--- src/rtl/mapper_banked_pkg.sv ---
// Shared slot definitions: mapper/device type enums, bus structs, and the
// bank-register FSM state type. Imported by mapper_banked.
package mapper_banked_pkg;

  typedef enum logic [2:0] {
    MAP_NONE      = 3'd0,
    MAPPER_ROM    = 3'd1,
    MAPPER_BANKED = 3'd2,
    MAPPER_RAM    = 3'd3
  } mapper_t;

  typedef enum logic [1:0] {
    DEV_NONE = 2'd0,
    DEV_SCC  = 2'd1,
    DEV_OPL  = 2'd2
  } device_t;

  typedef enum logic {
    ST_IDLE = 1'b0,
    ST_HOLD = 1'b1
  } state_t;

  typedef struct packed {
    logic [15:0] addr;
    logic [7:0]  data;
    logic        mreq;
    logic        wr;
    logic        rd;
  } cpu_bus_t;

  typedef struct packed {
    mapper_t     typ;
    logic [12:0] offset_ram;   // 16 KB units
    logic [13:0] offset_sram;  // 8 KB units
    device_t     device;
  } block_info_t;

  typedef struct packed {
    logic        ram_cs;
    logic        sram_cs;
    logic [26:0] addr;
    logic        rnw;
  } out_t;

  typedef struct packed {
    device_t typ;
  } device_out_t;

endpackage

--- src/rtl/mapper_banked.sv ---
// Banked ROM mapper (ASCII8/ASCII16 style) covering 0x4000-0xBFFF.
// Optional battery SRAM banking is enabled with MAPPER_BANKED_SRAM_EN.
module mapper_banked
  import mapper_banked_pkg::*;
#(
  parameter int unsigned BANK_BITS = 13,
  parameter int unsigned REG_BITS  = 8
) (
  input  logic        clk,
  input  logic        reset,
  input  cpu_bus_t    cpu_bus,
  input  block_info_t block_info,
  output out_t        out,
  output device_out_t device_out
);

  localparam int unsigned IDX_W      = 15 - BANK_BITS;
  localparam int unsigned BANK_COUNT = 1 << IDX_W;

  logic [REG_BITS-1:0] bank_q [BANK_COUNT];
  state_t              state_q;
  logic                armed_q;

  logic                is_banked;
  logic                sel;
  logic                reg_hit;
  logic                txn_end;
  logic [IDX_W-1:0]    rd_idx;
  logic [IDX_W-1:0]    wr_idx;
  logic [REG_BITS-1:0] cur_bank;
  logic [26:0]         rom_addr;
  logic                unused_bits;

  assign is_banked = (block_info.typ == MAPPER_BANKED);
  assign sel       = is_banked & cpu_bus.mreq &
                     ((cpu_bus.addr[15:14] == 2'b01) | (cpu_bus.addr[15:14] == 2'b10));
  assign reg_hit   = sel & cpu_bus.wr & (cpu_bus.addr[15:13] == 3'b011);
  assign txn_end   = ~cpu_bus.wr | ~cpu_bus.mreq | ~is_banked;
  assign rd_idx    = IDX_W'((cpu_bus.addr - 16'h4000) >> BANK_BITS);
  assign wr_idx    = cpu_bus.addr[12 -: IDX_W];
  assign cur_bank  = bank_q[rd_idx];
  assign rom_addr  = {block_info.offset_ram, 14'b0}
                   + (27'(cur_bank) << BANK_BITS)
                   + 27'(cpu_bus.addr[BANK_BITS-1:0]);

  assign unused_bits = ^{cpu_bus.rd, block_info.offset_sram};

  // Bank register file and one-update-per-write FSM.
  // armed_q stays low from reset until the bus is seen idle, so a write still
  // held across reset release parks in HOLD without being re-applied.
  always_ff @(posedge clk or posedge reset) begin
    if (reset) begin
      for (int unsigned i = 0; i < BANK_COUNT; i++) begin
        bank_q[i] <= '0;
      end
      state_q <= ST_IDLE;
      armed_q <= 1'b0;
    end else begin
      if (txn_end) begin
        armed_q <= 1'b1;
      end
      case (state_q)
        ST_IDLE: begin
          if (reg_hit) begin
            if (armed_q) begin
              bank_q[wr_idx] <= cpu_bus.data[REG_BITS-1:0];
            end
            state_q <= ST_HOLD;
          end
        end
        ST_HOLD: begin
          if (txn_end) begin
            state_q <= ST_IDLE;
          end
        end
        default: state_q <= ST_IDLE;
      endcase
    end
  end

  // Address translation and chip selects.
  always_comb begin
    out.ram_cs  = 1'b0;
    out.sram_cs = 1'b0;
    out.addr    = '1;
    out.rnw     = 1'b1;
`ifdef MAPPER_BANKED_SRAM_EN
    if (sel & cpu_bus.addr[15] & cur_bank[REG_BITS-1]) begin
      out.sram_cs = 1'b1;
      out.addr    = {block_info.offset_sram, cpu_bus.addr[12:0]};
      out.rnw     = ~cpu_bus.wr;
    end else
`endif
    if (sel & ~cpu_bus.wr) begin
      out.ram_cs = 1'b1;
      out.addr   = rom_addr;
    end
  end

  // Device type passthrough while this slot is selected.
  always_comb begin
    device_out.typ = sel ? block_info.device : DEV_NONE;
  end

endmodule
--- config.mk ---
export PLATFORM = sky130hd
export DESIGN_NAME = mapper_banked
export DESIGN_NICKNAME = d
export VERILOG_FILES = /design/src/rtl/mapper_banked_pkg.sv /design/src/rtl/mapper_banked.sv
export SDC_FILE = /design/constraint.sdc
export NUM_CORES = 1
export LEC_CHECK = 0
export CELL_PAD_IN_SITES_DETAIL_PLACEMENT = 0
export CELL_PAD_IN_SITES_GLOBAL_PLACEMENT = 1
export CORE_UTILIZATION = 52
export CTS_CLUSTER_DIAMETER = 200
export CTS_CLUSTER_SIZE = 24
export DETAILED_ROUTE_END_ITERATION = 10
export DONT_BUFFER_PORTS = 1
export PLACE_DENSITY_LB_ADDON = 0.25
export REMOVE_ABC_BUFFERS = 1
export SLEW_MARGIN = 15
export SYNTH_ARGS = -nofsm -noshare
export SYNTH_HDL_FRONTEND = slang
export SYNTH_SLANG_ARGS = --single-unit
export TNS_END_PERCENT = 5
--- constraint.sdc ---
create_clock -name clk -period 8.3 [get_ports clk]
set_input_delay 1.245 -clock clk [delete_from_list [all_inputs] [get_ports clk]]
set_output_delay 1.245 -clock clk [all_outputs]
set_load 0.02 [all_outputs]
==> results.json <==
{
  "max-cap-violations": 0,
  "timing.rr.start": "state_q",
  "grt_pass1_wl_um": 6560,
  "synth_compound_area_share_pct": 7.19,
  "cp-start-kind": "input pin",
  "synth_top_family_by_area": "multiplexers",
  "syn_inst": 182,
  "grt.met2_usage_pct": 39.4,
  "synth_area_per_cell_um2": 12.1,
  "grt_max_degree": 35,
  "crit_arrival_ns": 3.53,
  "rows": 23,
  "leakage_nw": 1.12,
  "areaGrowthSynthToFinish_pct": 4.92,
  "p_int_uw": 263,
  "path_max_fanout": 10,
  "cts.path.max_buffers": 2,
  "die_w_um": 67.2,
  "hold_depth": 2,
  "hold_ws_ns": 0.489,
  "busiest_layer": "met2",
  "synth_seq_area_share_pct": 38.5,
  "setup-violations-final": 0,
  "hold_viol_final": 0,
  "setup_tns_ns": 0,
  "power_uw": 331,
  "path_class": "input pin to primary output",
  "grt.met1_usage_pct": 20.6,
  "portBuffers": 0,
  "dp_hpwl_um": 3380,
  "fin_worst_skew_ns": 0.00301,
  "r2r_slack_ns": 6.51,
  "grt.overflow.total": 0,
  "yosys.area_share.simple_pct": 15.4,
  "synth_xor_area_share_pct": 3.11,
  "grt_pass1_vias": 1433,
  "ctsHoldBuffers": 0,
  "syn_area_um2": 2210,
  "dieArea_um2": 4520,
  "clkSinkCount": 34,
  "drt_iter0_drc": 67,
  "final_cell_mix": "34 x dfrtp_1, 24 x mux2_2, 16 x or3_1",
  "vias": 1424,
  "synthAdderAreaFrac_pct": 4.87,
  "drive_above_1_share_pct": 29.1,
  "finalCriticalPeriod_ns": 4.78,
  "fin_crit_sh_pct": 57.5,
  "fp.dieH_um": 67.2,
  "final_common_cell": "dfrtp_1",
  "antenna_found_initial": 0,
  "num_antenna_cells": 0,
  "clkLatencyLatePin_ns": 0.28,
  "fin_cells": 232,
  "placed_cells_incl_taps": 224,
  "detailedRoute.firstPassIterationCount": 4,
  "clockPowerShare_pct": 41.7,
  "met3_usage_pct": 5.57,
  "gp_congestion": 0.844,
  "irDropWorstVdd_v": 0.000109,
  "clk_pin_slew_ns": 0.06,
  "p_comb_share_pct": 7.2,
  "coreArea_um2": 4030,
  "post-place-ws_ns": 3.55,
  "synth_edf_count": 0,
  "start_util_pct": 54.9,
  "max_freq_mhz": 209,
  "worstHoldStart": "armed_q",
  "grt_usage_pct": 20.4,
  "p_seq_share_pct": 51.1,
  "cts_setup_buffers": 0,
  "io_pins": 93,
  "synth_cell_type_count": 42,
  "synth_seq_cells": 34,
  "hold_class": "register to register",
  "muxShareOfSynthArea_pct": 26.5,
  "r2r_end": "bank_q[0]",
  "rsz0062_at_grt": "no",
  "ctsResizeCount": 0,
  "p_switching_uw": 68.6,
  "timing.final.ws_setup_ns": 3.52,
  "pwr_density_cell_nw_per_um2": 143,
  "via_per_inst": 6.14,
  "synth_flop_cell": "dfrtp_1",
  "critPathCaptureType": "primary output",
  "nets": 250,
  "cts-htree-levels": 2,
  "wirelength_um": 4410,
  "cts_buffers": 5,
  "slew_headroom_pct": 32.3,
  "cts_tree": "yes",
  "min_to": "armed_q",
  "ctsRootBufferMaster": "clkbuf_8",
  "drc": 0,
  "finalMaxSlewViolations": 0,
  "wl_per_cell_um": 19.0,
  "netSwitchingFraction_pct": 20.7,
  "status": "finished, final reports clean",
  "async_flop_share_pct": 100,
  "rr_worst_depth": 5,
  "worst_pin_slew_ns": 1.01,
  "cp.required_ns": 7.05,
  "ys_warn_count": 0,
  "ant_nets": 0
}
==> worst max-delay path: stages <==
cell	delay, ns
mux4_1	0.57
ha_1	0.34
nor2b_1	0.18
o31a_1	0.31
o21a_1	0.21
o21a_1	0.16
o21ai_0	0.52
==> logic make-up after synthesis <==
group | count (synthesis)
other | 2
AO/OA/AOI/OAI | 24
multiplexers | 40
buffers and inverters | 14
AND/OR/NAND/NOR | 53
flip-flops | 34
XOR/XNOR | 7
adder cells (fa/ha/maj) | 8
==> worst max path at each step <==
stage / start / endpoint / slack, ns
5_1_grt: cpu_bus[25] / out[21] / 3.44
3_5_place_dp: cpu_bus[25] / out[21] / 3.55
3_3_place_gp: cpu_bus[25] / out[21] / 3.55
4_1_cts: cpu_bus[25] / out[21] / 3.54
6_report: cpu_bus[25] / out[21] / 3.52
2_1_floorplan: cpu_bus[25] / out[21] / 3.71
==> synthesized netlist by cell type (2+ instances only) <==
cell type | instances | area share (%)
nand3b_4 | 2 | 1.8
mux4_2 | 4 | 4.1
buf_4 | 3 | 1.0
o21a_1 | 4 | 1.4
dfrtp_1 | 34 | 38
nand3_1 | 3 | 0.68
nand2_1 | 11 | 1.9
mux4_1 | 4 | 4.8
a21o_1 | 2 | 0.68
nor2b_1 | 2 | 0.57
inv_1 | 5 | 0.85
o21ai_0 | 7 | 1.6
and3_1 | 4 | 1.1
nor3_1 | 2 | 0.45
nor2_1 | 5 | 0.85
a211oi_1 | 2 | 0.68
conb_1 | 2 | 0.34
o211ai_1 | 2 | 0.68
xor2_1 | 6 | 2.4
or3_1 | 16 | 4.5
mux2_4 | 8 | 5.4
ha_1 | 7 | 4.0
mux2_2 | 24 | 12
clkbuf_1 | 2 | 0.34
buf_2 | 2 | 0.45
a21oi_1 | 3 | 0.68
==> stage by stage <==
step,area (um^2),utilization [%]
detailed placement,2210,54.8
global route,2320,57.6
CTS,2320,57.6
global placement,2210,54.8
finish,2320,57.6
floorplan,2140,-
==> final cells by class <==
| type | count | area [um^2] |
|---|---|---|
| inverters | 5 | 18.8 |
| well taps | 50 | 62.6 |
| fillers | 330 | 1710 |
| flip-flops and latches | 34 | 851 |
| repair buffers | 1 | 7.51 |
| clock buffers | 8 | 110 |
| multi-input cells | 134 | 1270 |
==> state kept, by name, indices dropped and copies added (netlist names) <==
| signal | cells |
|---|---|
| armed_q | 1 |
| state_q | 1 |
| bank_q | 32 |
==> power groups by stage <==
stage	combinational (mW)	sequential, mW	clock (mW)
floorplan	0.0205	0.172	0
global placement	0.0233	0.172	0
detailed placement	0.0239	0.172	0
CTS	0.0240	0.169	0.143
global route	0.0267	0.170	0.148
finish	0.0238	0.169	0.138
==> metal layers <==
layer | share of wire [%] | wire length (um) | up-vias
li1 | - | - | 668
met1 | 38 | 1670 | 690
met2 | 53 | 2340 | 59
met3 | 7.8 | 344 | 7
met4 | 1.3 | 56 | 0
met5 | 0 | 0 | -
(Power assumes the default switching activity.)
